==> config.mk <==
export PLATFORM = sky130hd
export DESIGN_NAME = adsr_envelope
export DESIGN_NICKNAME = d
export VERILOG_FILES = /design/src/rtl/adsr_pkg.sv /design/src/rtl/adsr_envelope_sample_tick_gen.sv /design/src/rtl/adsr_envelope.sv
export SDC_FILE = /design/constraint.sdc
export NUM_CORES = 1
export LEC_CHECK = 0
export ABC_AREA = 0
export ABC_CLOCK_PERIOD_IN_PS = 11870
export CAP_MARGIN = 20
export CORE_MARGIN = 4
export CORE_UTILIZATION = 65
export CTS_BUF_LIST = sky130_fd_sc_hd__clkbuf_4 sky130_fd_sc_hd__clkbuf_8
export CTS_CLUSTER_DIAMETER = 30
export DETAILED_ROUTE_END_ITERATION = 6
export DONT_BUFFER_PORTS = 1
export MAX_ROUTING_LAYER = met4
export PLACE_DENSITY_LB_ADDON = 0.25
export SLEW_MARGIN = 0
export SYNTH_ARGS = -nofsm -noshare
export SYNTH_HDL_FRONTEND = slang
export SYNTH_SLANG_ARGS = --single-unit
==> constraint.sdc <==
create_clock -name clk -period 11.87 [get_ports clk]
set_input_delay 1.187 -clock clk [delete_from_list [all_inputs] [get_ports clk]]
set_output_delay 1.187 -clock clk [all_outputs]
set_load 0.1 [all_outputs]
==> src/rtl/adsr_pkg.sv <==
// Shared types and default widths for the ADSR envelope generator and its tick divider.
package adsr_pkg;

  typedef enum logic [2:0] {IDLE, ATTACK, DECAY, SUSTAIN, RELEASE} adsr_state_t;

  localparam int DEF_DATA_W     = 16;
  localparam int DEF_ENV_W      = 12;
  localparam int DEF_SAMPLE_DIV = 500;
  localparam int DEF_REL_SHIFT  = 6;

endpackage

==> src/rtl/adsr_envelope_sample_tick_gen.sv <==
// Free-running divider: one-clk tick every SAMPLE_DIV clocks, in the last count before wrap.
module sample_tick_gen #(
  parameter int SAMPLE_DIV = 500
) (
  input  logic clk,
  input  logic reset,
  output logic tick
);

  localparam int CNT_W = (SAMPLE_DIV > 1) ? $clog2(SAMPLE_DIV) : 1;
  localparam logic [CNT_W-1:0] LAST = CNT_W'(SAMPLE_DIV - 1);

  logic [CNT_W-1:0] cnt_reg;

  always_ff @(posedge clk) begin
    if (!reset) begin
      cnt_reg <= '0;
    end else if (cnt_reg == LAST) begin
      cnt_reg <= '0;
    end else begin
      cnt_reg <= cnt_reg + CNT_W'(1);
    end
  end

  assign tick = (cnt_reg == LAST);

endmodule

==> src/rtl/adsr_envelope.sv <==
// ADSR envelope generator: gate-driven envelope updated once per sample tick, scaling sample_in.
// Define EXP_RELEASE_EN for an exponential release (env -= max(env>>REL_SHIFT, 1)).
module adsr_envelope
  import adsr_pkg::*;
#(
  parameter int DATA_W     = DEF_DATA_W,
  parameter int ENV_W      = DEF_ENV_W,
  parameter int SAMPLE_DIV = DEF_SAMPLE_DIV,
  parameter int REL_SHIFT  = DEF_REL_SHIFT
) (
  input  logic              clk,
  input  logic              reset,
  input  logic              gate_raw,
  input  logic [ENV_W-1:0]  atk_step,
  input  logic [ENV_W-1:0]  dec_step,
  input  logic [ENV_W-1:0]  sus_level,
  input  logic [ENV_W-1:0]  rel_step,
  input  logic [DATA_W-1:0] sample_in,
  output logic              sample_tick,
  output logic [DATA_W-1:0] sample_out,
  output logic              out_valid,
  output logic [ENV_W-1:0]  env_level,
  output logic              done
);

  localparam logic [ENV_W-1:0] ENV_MAX = '1;
  localparam int PROD_W = DATA_W + ENV_W + 1;

  if (SAMPLE_DIV < 4 || REL_SHIFT < 0 || REL_SHIFT >= ENV_W) begin : g_bad_param
    $error("adsr_envelope: SAMPLE_DIV must be >= 4 and REL_SHIFT within 0..ENV_W-1");
  end

  adsr_state_t              state_reg;
  adsr_state_t              eff_state;
  logic [ENV_W-1:0]         env_reg;
  logic                     gate_meta_reg;
  logic                     gate_s_reg;
  logic signed [DATA_W-1:0] sample_reg;
  logic                     pend_reg;
  logic                     done_reg;
  logic                     valid_reg;
  logic [DATA_W-1:0]        sample_out_reg;

  logic [ENV_W:0]           atk_sum;
  logic [ENV_W:0]           dec_diff;
  logic [ENV_W:0]           rel_diff;
  logic [ENV_W-1:0]         env_atk;
  logic [ENV_W-1:0]         env_dec;
  logic [ENV_W-1:0]         env_rel;
  logic signed [PROD_W-1:0] product;
`ifdef EXP_RELEASE_EN
  logic [ENV_W-1:0]         rel_amt;
`endif

  sample_tick_gen #(.SAMPLE_DIV(SAMPLE_DIV)) u_tick (
    .clk   (clk),
    .reset (reset),
    .tick  (sample_tick)
  );

  // Candidate next-envelope values, computed one bit wide so they saturate instead of wrapping.
  always_comb begin
    atk_sum = {1'b0, env_reg} + {1'b0, atk_step};
    if (atk_step == '0 || atk_sum[ENV_W]) env_atk = ENV_MAX;
    else                                  env_atk = atk_sum[ENV_W-1:0];

    dec_diff = {1'b0, env_reg} - {1'b0, dec_step};
    if (dec_step == '0 || dec_diff[ENV_W] || dec_diff[ENV_W-1:0] < sus_level) env_dec = sus_level;
    else                                                                     env_dec = dec_diff[ENV_W-1:0];

`ifdef EXP_RELEASE_EN
    rel_amt = env_reg >> REL_SHIFT;
    if (rel_amt == '0) rel_amt = ENV_W'(1);
    rel_diff = {1'b0, env_reg} - {1'b0, rel_amt};
    env_rel  = rel_diff[ENV_W] ? '0 : rel_diff[ENV_W-1:0];
`else
    rel_diff = {1'b0, env_reg} - {1'b0, rel_step};
    env_rel  = (rel_step == '0 || rel_diff[ENV_W]) ? '0 : rel_diff[ENV_W-1:0];
`endif

    // Gate edges override the current phase; the new phase's rule then applies in the same tick.
    eff_state = state_reg;
    if (gate_s_reg && (state_reg == IDLE || state_reg == RELEASE)) begin
      eff_state = ATTACK;
    end else if (!gate_s_reg && (state_reg == ATTACK || state_reg == DECAY || state_reg == SUSTAIN)) begin
      eff_state = RELEASE;
    end
  end

  assign product = $signed({{(ENV_W+1){sample_reg[DATA_W-1]}}, sample_reg})
                 * $signed({{DATA_W{1'b0}}, env_reg});

  always_ff @(posedge clk) begin
    if (!reset) begin
      state_reg      <= IDLE;
      env_reg        <= '0;
      gate_meta_reg  <= 1'b0;
      gate_s_reg     <= 1'b0;
      sample_reg     <= '0;
      pend_reg       <= 1'b0;
      done_reg       <= 1'b0;
      valid_reg      <= 1'b0;
      sample_out_reg <= '0;
    end else begin
      gate_meta_reg <= gate_raw;
      gate_s_reg    <= gate_meta_reg;
      done_reg      <= 1'b0;
      pend_reg      <= sample_tick;
      valid_reg     <= pend_reg;

      if (pend_reg) begin
        sample_out_reg <= DATA_W'(product >>> ENV_W);
      end

      if (sample_tick) begin
        sample_reg <= $signed(sample_in);
        case (eff_state)
          ATTACK: begin
            env_reg   <= env_atk;
            state_reg <= (env_atk == ENV_MAX) ? DECAY : ATTACK;
          end
          DECAY: begin
            env_reg   <= env_dec;
            state_reg <= (env_dec == sus_level) ? SUSTAIN : DECAY;
          end
          SUSTAIN: begin
            env_reg   <= sus_level;
            state_reg <= SUSTAIN;
          end
          RELEASE: begin
            // An envelope already at zero while releasing finishes the note.
            if (state_reg == RELEASE && env_reg == '0) begin
              state_reg <= IDLE;
              done_reg  <= 1'b1;
            end else begin
              env_reg   <= env_rel;
              state_reg <= RELEASE;
            end
          end
          default: begin
            env_reg   <= '0;
            state_reg <= IDLE;
          end
        endcase
      end
    end
  end

  assign env_level  = env_reg;
  assign done       = done_reg;
  assign out_valid  = valid_reg;
  assign sample_out = sample_out_reg;

endmodule

==> flow_metrics.env <==
export IMPL_nFillCells=1497
export IMPL_hold_viol_final=0
export IMPL_die_area_mm2=0.0205
export IMPL_rsz0062_at_grt="no"
export IMPL_num_nets_final=1725
export IMPL_start_kind="flop"
export IMPL_place_area_mm2=0.0120
export IMPL_tns_ns=0
export IMPL_area_delta_synth_final_pct=2.62
export IMPL_firstDrtPassIters=5
export IMPL_antenna_found_initial=1
export IMPL_report_final_slew_viol_count=0
export IMPL_ys_ff_latch=61
export IMPL_cts_reportedPaths_clkPinSlew_ns=0.08
export IMPL_syn_num_nets=1763
export IMPL_switching_share_pct=29.6
export IMPL_start_util_pct=66.0
export IMPL_grt_max_degree=29
export IMPL_ys_warn_count=0
export IMPL_cts_setup_buffers=0
export IMPL_synth_most_common_cell="inv_1"
export IMPL_drv_cap=0
export IMPL_crit_required_ns=12.15
export IMPL_cts_tree="yes"
export IMPL_fmax_mhz=162
export IMPL_finalSetupViolations=0
export IMPL_synth_edf_count=0
export IMPL_drc_errors=0
export IMPL_cts_sinks=61
export IMPL_rows=49
export IMPL_syn_inst=1411
export IMPL_power_share_clock_pct=40.8
export IMPL_finalClockSkew_ns=0.00777
export IMPL_syn_cell_area_mm2=0.0119
export IMPL_intPower_w=0.000319
export IMPL_powerDensity_mw_per_mm2=37.3
export IMPL_seq_power_share_pct=45.5
export IMPL_relSlewSlack_pct=26.6
export IMPL_post_cts_resized=0
export IMPL_hold_class="flop to flop"
export IMPL_fin_crit_sh_pct=52.0
export IMPL_comb_power_share_pct=13.7
export IMPL_grt_pass1_vias=9895
export IMPL_worstSetupPathType="flop to flop"
export IMPL_fin_total_pwr_w=0.000453
export IMPL_num_vias=9627
export IMPL_coreArea_mm2=0.0180
export IMPL_globalRoute_totalOverflow=0
export IMPL_leakage_nw=5.98
export IMPL_status="finished clean"
export IMPL_dp_final_hpwl_um=23700
export IMPL_power_switching_w=0.000134
export IMPL_cts_max_level=3
export IMPL_final_util_pct=67.7
export IMPL_synth_ff_type="dfxtp_1"
export IMPL_end_kind="flop"
export IMPL_cts_inserted_buffers=9
export IMPL_top_level_ports=98
export IMPL_routabilityCongestion=0.930
export IMPL_worst_pin_slew_ns=1.10
export IMPL_synthTopCellsByCount="inv_1, fa_1, nand2_1"
export IMPL_track_usage_pct=31.3
export IMPL_via_per_inst=5.99
export IMPL_seq_area_frac_synth_pct=10.3
export IMPL_async_flop_share_pct=0
export IMPL_drive_gt1_share_pct=4.79
export IMPL_synth_top_area_cell="fa_1"
export IMPL_drt_iter0_markers=769
export IMPL_synth_top_area_share_pct=29.9
export IMPL_finalInstanceArea_mm2=0.0122
export IMPL_wl_um=29800
export IMPL_drtAntennaViolNets=0
export IMPL_reg2reg_slack_ns=5.70
export IMPL_ir_drop_mv=0.0495
export IMPL_avgSynthCellArea_um2=8.40
export IMPL_clkLatencyLatePin_ns=0.38
export IMPL_clockBufferDepth=2
export IMPL_cp_max_fo=22
export IMPL_synth_cell_types=81
export IMPL_port_buffers=0
export IMPL_postCtsHoldBufs=0
export IMPL_grt_pass1_wl_um=48900
export IMPL_critPathArrivalTime_ns=6.46
export IMPL_period_needed_ns=6.17
export IMPL_die_height_um=143
export IMPL_root_buffer="clkbuf_8"
export IMPL_die_w_um=143
export IMPL_synth_area_top_cells="fa_1, ha_1, dfxtp_1"
export IMPL_wl_per_cell_um=18.5
-- metal layers --
layer,global-route usage [%],routed length [um],share of wire [%],up-vias
met5,-,0,0,-
met4,11.7,1030,3.5,0
met3,4.45,2210,7.4,65
met2,49.5,14000,47,378
met1,41.3,12500,42,4716
li1,-,-,-,4468
-- through the flow --
step,hold WS [ns],setup WS (ns),instances
final,0.442,5.70,1608
after global routing,0.484,5.35,1608
after CTS,0.450,5.74,1607
after detailed placement,0.438,5.77,1591
after global placement,0.426,5.90,1591
after floorplan,0.412,5.13,1411
-- cell type report --
class                   count  area [um^2]  area share, %
multi-input cells        1018         9350           76.9
flip-flops and latches     61         1240           10.2
inverters                 273         1020           8.42
well taps                 229          287           2.36
clock buffers              11          151           1.24
repair buffers             10         75.1          0.617
clock inverters             5         33.8          0.278
diodes                      1         2.50         0.0206
-- worst max-delay path: stages, from the launching register on --
cell	delay (ns)
dfxtp_2	1.05
nand2_1	0.21
fa_1	0.56
fa_1	0.54
inv_1	0.05
fa_1	0.46
fa_1	0.49
inv_1	0.05
fa_1	0.47
inv_1	0.04
ha_1	0.34
and3_1	0.21
and2_1	0.16
a221o_1	0.35
nor3_1	0.16
a21oi_1	0.15
a31o_2	0.30
and4b_1	0.20
nor4b_1	0.26
-- cells in the final DEF (no fill, tap or decap), types with 8 or more instances in the layout --
cell type  count
dfxtp_1       49
fa_1         177
and2_1        93
nor3_1        17
nand3b_1       9
o211ai_1       9
nor4_1        13
o21ai_0       42
inv_1        272
nand3_1       19
a22oi_1        9
nor2_1        46
nand2_1      167
a21o_1        16
nand4_1        8
mux2i_1       17
ha_1         108
xnor2_1       37
a21oi_1       60
o21a_1        11
xor2_1        21
clkbuf_8      11
dfxtp_2       12
nor2b_1       13
buf_4         10
-- power groups by stage --
| stage | clock (W) | sequential (W) | combinational (W) |
|---|---|---|---|
| after floorplan | 0 | 0.000211 | 0.0000494 |
| after global placement | 0 | 0.000211 | 0.0000597 |
| after detailed placement | 0 | 0.000211 | 0.0000606 |
| after CTS | 0.000187 | 0.000206 | 0.0000612 |
| after global routing | 0.000194 | 0.000207 | 0.0000689 |
| final | 0.000185 | 0.000206 | 0.0000619 |
-- path summary, 6_finish.rpt --
path	from	end	cells past startpoint
min reg2reg	u_tick.cnt_reg[0]	u_tick.cnt_reg[0]	1
max	env_level[7]	sample_out[15]	18
max reg2reg	env_level[7]	sample_out[15]	18
min	u_tick.cnt_reg[0]	u_tick.cnt_reg[0]	1
-- kinds of logic (layout without fill, tap and decap cells) --
kind of cell               after synthesis  in the layout  share of synthesized area, %
buffers and inverters                  332            299                          10.8
DFF                                     61             61                          10.3
muxes                                   20             20                          1.72
xor gates and xnor gates                59             59                          4.48
AOI/OAI and AO/OA                      224            224                          13.0
other                                    0              1                             0
and+or+nand+nor                        430            430                          18.4
adders and majority gates              285            285                          41.3
Power figures use the tool's default switching activity.
